`src/rtl/pwam_seq_ctrl_if.sv`:
```
// ---------------------------------------------------------------------------
// pwam_seq_ctrl_if
// Bundles the signals between the PWAM sequencer and its surroundings: the
// CPU-side command/data path, the operand BRAM banks, the PWAM core and the
// result data memory.
//
// Modports
//   master : the surroundings (drives cmd_go, load_valid, core_done)
//   slave  : the sequencer     (drives everything else)
//
// Handshake rules
//   Operand load: an operand word moves on a rising clock edge where
//   load_valid && load_ready. load_ready is high only in LOAD. load_valid
//   may be raised or dropped on any cycle; dropping it stalls the load with
//   no write and no address advance. The word is written to
//   bank bram_we (one-hot) at bram_addr in the same cycle.
//   cmd_go is a level that is only looked at while cmd_busy is low.
//   core_done is only looked at while the sequencer waits on the core;
//   it may be a pulse or a level.
// ---------------------------------------------------------------------------
interface pwam_seq_ctrl_if #(
    parameter int NUM_OPS = 2,
    parameter int CNT_W   = 7
);
    logic               cmd_go;
    logic               cmd_busy;
    logic               load_valid;
    logic               load_ready;
    logic [NUM_OPS-1:0] bram_we;
    logic [CNT_W-1:0]   bram_addr;
    logic [1:0]         addr_sel;
    logic               core_start;
    logic               core_done;
    logic               dmem_we;
    logic [CNT_W-1:0]   dmem_addr;
    logic               done_pulse;
    logic               err_timeout;

    modport master (
        output cmd_go, load_valid, core_done,
        input  cmd_busy, load_ready, bram_we, bram_addr, addr_sel,
               core_start, dmem_we, dmem_addr, done_pulse, err_timeout
    );

    modport slave (
        input  cmd_go, load_valid, core_done,
        output cmd_busy, load_ready, bram_we, bram_addr, addr_sel,
               core_start, dmem_we, dmem_addr, done_pulse, err_timeout
    );
endinterface

```
`src/rtl/pwam_seq_ctrl.sv`:
```
// ---------------------------------------------------------------------------
// pwam_seq_ctrl
// Command sequencer for the point-wise multiply (PWAM) accelerator. One
// command loads NUM_OPS operand polynomials of N_COEF coefficients into the
// operand BRAM banks, pulses the core start, waits for core completion
// (bounded by TIMEOUT cycles), drains N_COEF results to data memory and
// finishes with a one-cycle done pulse.
//
// Ports
//   CLK        : clock, rising edge
//   RST        : asynchronous reset, active low
//   bus        : pwam_seq_ctrl_if.slave (command, load handshake, BRAM,
//                core and data-memory signals)
//   dbg_state  : current FSM state encoding, for observation only
//   cyc_count  : busy-cycle counter, present only when PWAM_PERF_CNT_EN
//                is defined
//
// Optional feature macro: PWAM_PERF_CNT_EN
// ---------------------------------------------------------------------------
module pwam_seq_ctrl #(
    parameter int N_COEF  = 128,
    parameter int NUM_OPS = 2,
    parameter int CNT_W   = 7,
    parameter int TIMEOUT = 64,
    parameter int TMO_W   = 8
) (
    input  logic                 CLK,
    input  logic                 RST,
    pwam_seq_ctrl_if.slave       bus,
    output logic [2:0]           dbg_state
`ifdef PWAM_PERF_CNT_EN
    ,
    output logic [31:0]          cyc_count
`endif
);

    localparam int                OP_W     = (NUM_OPS > 1) ? $clog2(NUM_OPS) : 1;
    localparam logic [CNT_W-1:0]  LAST_CNT = CNT_W'(N_COEF - 1);
    localparam logic [OP_W-1:0]   LAST_OP  = OP_W'(NUM_OPS - 1);
    localparam logic [TMO_W-1:0]  LAST_TMO = TMO_W'(TIMEOUT - 1);
    localparam bit                TMO_EN   = (TIMEOUT != 0);

    typedef enum logic [2:0] {
        S_IDLE  = 3'd0,
        S_LOAD  = 3'd1,
        S_START = 3'd2,
        S_WAIT  = 3'd3,
        S_DRAIN = 3'd4,
        S_FLUSH = 3'd5,
        S_DONE  = 3'd6
    } state_t;

    state_t             state_q, state_d;
    logic [OP_W-1:0]    op_idx_q, op_idx_d;
    logic [CNT_W-1:0]   cnt_q, cnt_d;
    logic [TMO_W-1:0]   timer_q, timer_d;
    logic               err_q, err_d;
    logic               dmem_we_q, dmem_we_d;
    logic [CNT_W-1:0]   dmem_addr_q, dmem_addr_d;

    // ---------------- state register ----------------
    always_ff @(posedge CLK or negedge RST) begin
        if (!RST) begin
            state_q     <= S_IDLE;
            op_idx_q    <= '0;
            cnt_q       <= '0;
            timer_q     <= '0;
            err_q       <= 1'b0;
            dmem_we_q   <= 1'b0;
            dmem_addr_q <= '0;
        end else begin
            state_q     <= state_d;
            op_idx_q    <= op_idx_d;
            cnt_q       <= cnt_d;
            timer_q     <= timer_d;
            err_q       <= err_d;
            dmem_we_q   <= dmem_we_d;
            dmem_addr_q <= dmem_addr_d;
        end
    end

    // ---------------- next-state logic ----------------
    always_comb begin
        state_d  = state_q;
        op_idx_d = op_idx_q;
        cnt_d    = cnt_q;
        timer_d  = timer_q;
        err_d    = err_q;
        // BRAM read data arrives one cycle after the DRAIN address, so the
        // data-memory write is the DRAIN read delayed by one register stage.
        dmem_we_d   = (state_q == S_DRAIN);
        dmem_addr_d = (state_q == S_DRAIN) ? cnt_q : '0;

        case (state_q)
            S_IDLE: begin
                if (bus.cmd_go) begin
                    state_d  = S_LOAD;
                    op_idx_d = '0;
                    cnt_d    = '0;
                    err_d    = 1'b0;
                end
            end
            S_LOAD: begin
                if (bus.load_valid) begin
                    if (cnt_q == LAST_CNT) begin
                        cnt_d = '0;
                        if (op_idx_q == LAST_OP) begin
                            state_d = S_START;
                        end else begin
                            op_idx_d = op_idx_q + OP_W'(1);
                        end
                    end else begin
                        cnt_d = cnt_q + CNT_W'(1);
                    end
                end
            end
            S_START: begin
                state_d = S_WAIT;
                timer_d = '0;
            end
            S_WAIT: begin
                // Completion takes priority over a timeout in the same cycle.
                if (bus.core_done) begin
                    state_d = S_DRAIN;
                    cnt_d   = '0;
                end else begin
                    timer_d = timer_q + TMO_W'(1);
                    if (TMO_EN && (timer_q == LAST_TMO)) begin
                        err_d   = 1'b1;
                        state_d = S_IDLE;
                    end
                end
            end
            S_DRAIN: begin
                cnt_d = cnt_q + CNT_W'(1);
                if (cnt_q == LAST_CNT) begin
                    state_d = S_FLUSH;
                end
            end
            S_FLUSH: begin
                state_d = S_DONE;
            end
            S_DONE: begin
                state_d = S_IDLE;
            end
            default: begin
                state_d = S_IDLE;
            end
        endcase
    end

    // ---------------- output logic ----------------
    always_comb begin
        bus.cmd_busy   = (state_q != S_IDLE);
        bus.load_ready = 1'b0;
        bus.bram_we    = '0;
        bus.bram_addr  = '0;
        bus.addr_sel   = 2'd0;
        bus.core_start = 1'b0;
        bus.done_pulse = 1'b0;

        case (state_q)
            S_LOAD: begin
                bus.load_ready = 1'b1;
                bus.addr_sel   = 2'd1;
                bus.bram_addr  = cnt_q;
                if (bus.load_valid) begin
                    bus.bram_we = NUM_OPS'(1) << op_idx_q;
                end
            end
            S_START: begin
                bus.core_start = 1'b1;
                bus.addr_sel   = 2'd2;
            end
            S_WAIT: begin
                bus.addr_sel = 2'd2;
            end
            S_DRAIN: begin
                bus.addr_sel  = 2'd3;
                bus.bram_addr = cnt_q;
            end
            S_FLUSH: begin
                // Last data-memory write is still in flight on the drain path.
                bus.addr_sel = 2'd3;
            end
            S_DONE: begin
                bus.done_pulse = 1'b1;
            end
            default: begin
            end
        endcase
    end

    assign bus.dmem_we     = dmem_we_q;
    assign bus.dmem_addr   = dmem_addr_q;
    assign bus.err_timeout = err_q;
    assign dbg_state       = state_q;

`ifdef PWAM_PERF_CNT_EN
    logic [31:0] cyc_count_q, cyc_count_d;

    always_comb begin
        cyc_count_d = cyc_count_q;
        if ((state_q == S_IDLE) && bus.cmd_go) begin
            cyc_count_d = '0;
        end else if ((state_q != S_IDLE) && (cyc_count_q != 32'hFFFF_FFFF)) begin
            cyc_count_d = cyc_count_q + 32'd1;
        end
    end

    always_ff @(posedge CLK or negedge RST) begin
        if (!RST) begin
            cyc_count_q <= '0;
        end else begin
            cyc_count_q <= cyc_count_d;
        end
    end

    assign cyc_count = cyc_count_q;
`endif

endmodule

```
`src/flat_wrapper.sv`:
```
// flat-port wrapper written by rule: the top's interface ports become plain ports
module pwam_seq_ctrl_flat 
#(
    parameter int N_COEF  = 128,
    parameter int NUM_OPS = 2,
    parameter int CNT_W   = 7,
    parameter int TIMEOUT = 64,
    parameter int TMO_W   = 8
)
  (CLK, RST, dbg_state, bus_cmd_go, bus_load_valid, bus_core_done, bus_cmd_busy, bus_load_ready, bus_bram_we, bus_bram_addr, bus_addr_sel, bus_core_start, bus_dmem_we, bus_dmem_addr, bus_done_pulse, bus_err_timeout);
  pwam_seq_ctrl_if #(.NUM_OPS(NUM_OPS), .CNT_W(CNT_W)) bus_i ();
  input  logic CLK;
  input  logic RST;
  output logic [2:0] dbg_state;
  input wire logic [$bits(bus_i.cmd_go)-1:0] bus_cmd_go;
  input wire logic [$bits(bus_i.load_valid)-1:0] bus_load_valid;
  input wire logic [$bits(bus_i.core_done)-1:0] bus_core_done;
  output wire logic [$bits(bus_i.cmd_busy)-1:0] bus_cmd_busy;
  output wire logic [$bits(bus_i.load_ready)-1:0] bus_load_ready;
  output wire logic [$bits(bus_i.bram_we)-1:0] bus_bram_we;
  output wire logic [$bits(bus_i.bram_addr)-1:0] bus_bram_addr;
  output wire logic [$bits(bus_i.addr_sel)-1:0] bus_addr_sel;
  output wire logic [$bits(bus_i.core_start)-1:0] bus_core_start;
  output wire logic [$bits(bus_i.dmem_we)-1:0] bus_dmem_we;
  output wire logic [$bits(bus_i.dmem_addr)-1:0] bus_dmem_addr;
  output wire logic [$bits(bus_i.done_pulse)-1:0] bus_done_pulse;
  output wire logic [$bits(bus_i.err_timeout)-1:0] bus_err_timeout;
  assign bus_i.cmd_go = bus_cmd_go;
  assign bus_i.load_valid = bus_load_valid;
  assign bus_i.core_done = bus_core_done;
  assign bus_cmd_busy = bus_i.cmd_busy;
  assign bus_load_ready = bus_i.load_ready;
  assign bus_bram_we = bus_i.bram_we;
  assign bus_bram_addr = bus_i.bram_addr;
  assign bus_addr_sel = bus_i.addr_sel;
  assign bus_core_start = bus_i.core_start;
  assign bus_dmem_we = bus_i.dmem_we;
  assign bus_dmem_addr = bus_i.dmem_addr;
  assign bus_done_pulse = bus_i.done_pulse;
  assign bus_err_timeout = bus_i.err_timeout;
  pwam_seq_ctrl #(.N_COEF(N_COEF), .NUM_OPS(NUM_OPS), .CNT_W(CNT_W), .TIMEOUT(TIMEOUT), .TMO_W(TMO_W)) u_core (.CLK(CLK), .RST(RST), .bus(bus_i), .dbg_state(dbg_state));
endmodule
```
`config.mk`:
```
export PLATFORM = sky130hd
export DESIGN_NAME = pwam_seq_ctrl_flat
export DESIGN_NICKNAME = d
export VERILOG_FILES = /design/src/rtl/pwam_seq_ctrl_if.sv /design/src/rtl/pwam_seq_ctrl.sv /design/src/flat_wrapper.sv
export SDC_FILE = /design/constraint.sdc
export NUM_CORES = 1
export LEC_CHECK = 0
export ABC_CLOCK_PERIOD_IN_PS = 4600
export CORE_ASPECT_RATIO = 1.75
export CORE_MARGIN = 2
export CORE_UTILIZATION = 45
export CTS_CLUSTER_DIAMETER = 120
export DETAILED_ROUTE_END_ITERATION = 7
export HOLD_SLACK_MARGIN = 0.03
export PLACE_DENSITY = 0.8
export SLEW_MARGIN = 20
export SYNTH_ARGS = -nofsm -noshare
export SYNTH_HDL_FRONTEND = slang
export SYNTH_SLANG_ARGS = --single-unit
```
`constraint.sdc`:
```
create_clock -name CLK -period 4.6 [get_ports CLK]
set_input_delay 0.46 -clock CLK [delete_from_list [all_inputs] [get_ports CLK]]
set_output_delay 0.46 -clock CLK [all_outputs]
set_load 0.1 [all_outputs]
```
==> run metrics <==
status=finished, final reports clean; post-synthesis cell count=roughly 170; DR vias/cell=5.45; fin crit period=3550 ps; Rel. slew slack=34.7%; CTS tree=done; Die Width=between 40 and 50 um; worst-margin pin slew=between 900 and 1000 ps; post-CTS setup buffers=0; Die Footprint=3980 sq um; layout cells sized above 1=between 7 and 8%; clk_skew=~2.4 ps; number of core rows=28; commonest cells after routing, fill and taps aside=31 x clkdlybuf4s50_1, 28 x dfrtp_1, 16 x nor2_1, 15 x and2_1, 15 x nand2_1; area grow syn2layout=26.5%; commonest non-fill, non-tap cell in the layout=clkdlybuf4s50_1; period utilization=between 70 and 80%; RSZ-0062 raised after global routing=false; Distinct cells, synth=just over 40; routed via count=roughly 1.3k; starting density of the core=between 40 and 50%; reg-to-reg endpoint=u_core.cnt_q[5]; Worst-Skew Late Latency=around 280 ps; Setup TNS=0 ps; met3 Use GR=between 1.5 and 2%; Setup-failing EPs final=0; register bit total from synthesis=28; Fin. Hold Viols=0; boundary pin count=32; Inserted Clock Buffers=3; Post-synth EDFFs=0; worst reg2reg path startpoint=u_core.dbg_state[1]; worst setup path class=reg -> out; CTS resizes=0; Routability Congestion=~0.9; Startpoint Class=flip-flop; Routed WL=about 3400 um; Worst setup EP type=primary output; mapped cell area=1560 sq um; Data arrival, critical path=3090 ps; GR Util met1=approximately 20%; largest net degree at the start of global routing=29; placed cell areas=1900 sq um; Routed Antenna Nets=0; chip height=between 80 and 90 um; Reg clk slew, reported paths=100 ps; final non-filler cell total=between 200 and 250; Clock Tree Buf Depth=2; asr flop ratio synth=between 90% and 100%; Placeable Area=approximately 3400 sq um; FF-to-FF setup slack=approximately 2600 ps; GR Util All Layers=between 10% and 20%; top_reg_cell synth=dfrtp_1; nets=approximately 210; # placed instances=239; Max-cap violations=0; fin area=about 2000 sq um; GRT Residual Overflow=0; hpwl dp=2470 um; busiest layer in global routing=met2; H-tree levels=1; syn_nets=between 150 and 200; fin worst setup slack=~1100 ps; Clk Tree Root Cell=clkbuf_8; DR pass1 iterations=4; Register-to-Register Path Depth=4; dpl ws=1390 ps; Max Clk Rate=~0.28 GHz; required time worst endpoint=4140 ps; Max FO, Critical Path=15; grt met2 use=35.8%; vias in the first global route=1,317; min-delay worst type=in -> async; syn_area_per_cell=slightly above 9 sq um; Worst Setup SP=u_core.dbg_state[2]; crit path capture=bus_bram_addr[3]; Synth Warn #=0; initial DRC count=32; cts hold-fix bufs=0; IO buf count=31; clk sinks=28; initial antenna violation count=0; Avg WL per Cell=between 10 and 15 um; first-pass GRT wire length=5780 um; sequential element share of the synthesized area=44.9%; Pins Over Slew Limit=0; DRC=0; ANT cells=0
per-layer routing:
layer | vias to the layer above | share of wire (%)
met5 | - | 0
li1 | 655 | -
met2 | 25 | 55
met1 | 641 | 40
met4 | 0 | 2.0
met3 | 4 | 2.6
cells by family (layout without fill, tap and decap cells):
| kind of cell | after synthesis | count (layout) | share of synthesized area (%) |
|---|---|---|---|
| DFF | 28 | 28 | 44.9 |
| AOI/OAI and AO/OA | 37 | 37 | 15.4 |
| xor gates and xnor gates | 5 | 5 | 2.80 |
| and+or+nand+nor | 80 | 80 | 27.7 |
| adders and majority gates | 4 | 4 | 3.21 |
| muxes | 4 | 4 | 2.72 |
| buffers and inverters | 11 | 40 | 3.28 |
final cells by class:
cell class / instances / area, sq um
fillers: 322 / 1390
multi-input cells: 130 / 815
flip-flops and latches: 28 / 701
repair buffers: 32 / 318
well taps: 45 / 56.3
clock buffers: 3 / 41.3
clock inverters: 1 / 30.0
inverters: 4 / 15.0
sequential cells by signal, summed over array words and instances (netlist names):
signal,count
u_core.bus.dmem_addr,7
u_core.op_idx_q,1
u_core.bus.err_timeout,1
u_core.dbg_state,3
u_core.timer_q,8
u_core.cnt_q,7
u_core.bus.dmem_we,1
worst min path at each step:
stage	start	end	slack (ps)	cells after the start
floorplan	RST	u_core.bus.dmem_addr[0]	160	0
global placement	u_core.timer_q[5]	u_core.timer_q[5]	520	2
detailed placement	u_core.timer_q[7]	u_core.timer_q[7]	530	2
CTS	u_core.timer_q[1]	u_core.timer_q[1]	560	2
global route	RST	u_core.bus.dmem_addr[1]	590	2
finish	RST	u_core.bus.dmem_addr[1]	550	2
synth_stat cells (all sizes together) (2+ instances only):
cell	n	area [sq um]
xor2	5	43.8
dfrtp	28	701
a31oi	2	12.5
and3	3	18.8
o21ai	7	35.0
nor3	2	10.0
o31ai	4	30.0
and2	15	93.8
nand2b	4	25.0
mux2	2	22.5
nand3	7	35.0
nand4	3	18.8
nand3b	2	15.0
a221oi	2	17.5
inv	4	15.0
or3	2	12.5
nor2	17	66.3
a21oi	13	65.1
a22o	2	17.5
buf	6	32.5
and4	2	17.5
ha	4	50.1
mux2i	2	20.0
or2	3	18.8
nand2	15	56.3
through the flow:
step	hold WS [ps]	util, %
detailed placement	528	56.6
floorplan	164	-
global placement	517	56.6
CTS	557	58.7
global route	594	58.7
finish	550	58.7
worst max-delay path: stages, from the launching register on:
cell	delay (ps)
dfrtp_1	630
or2b_1	310
a21oi_1	510
and2_1	220
clkdlybuf4s50_1	1130
Power is not shown: default switching activity piles up to over one toggle a cycle in this logic, so the estimate is an artifact.
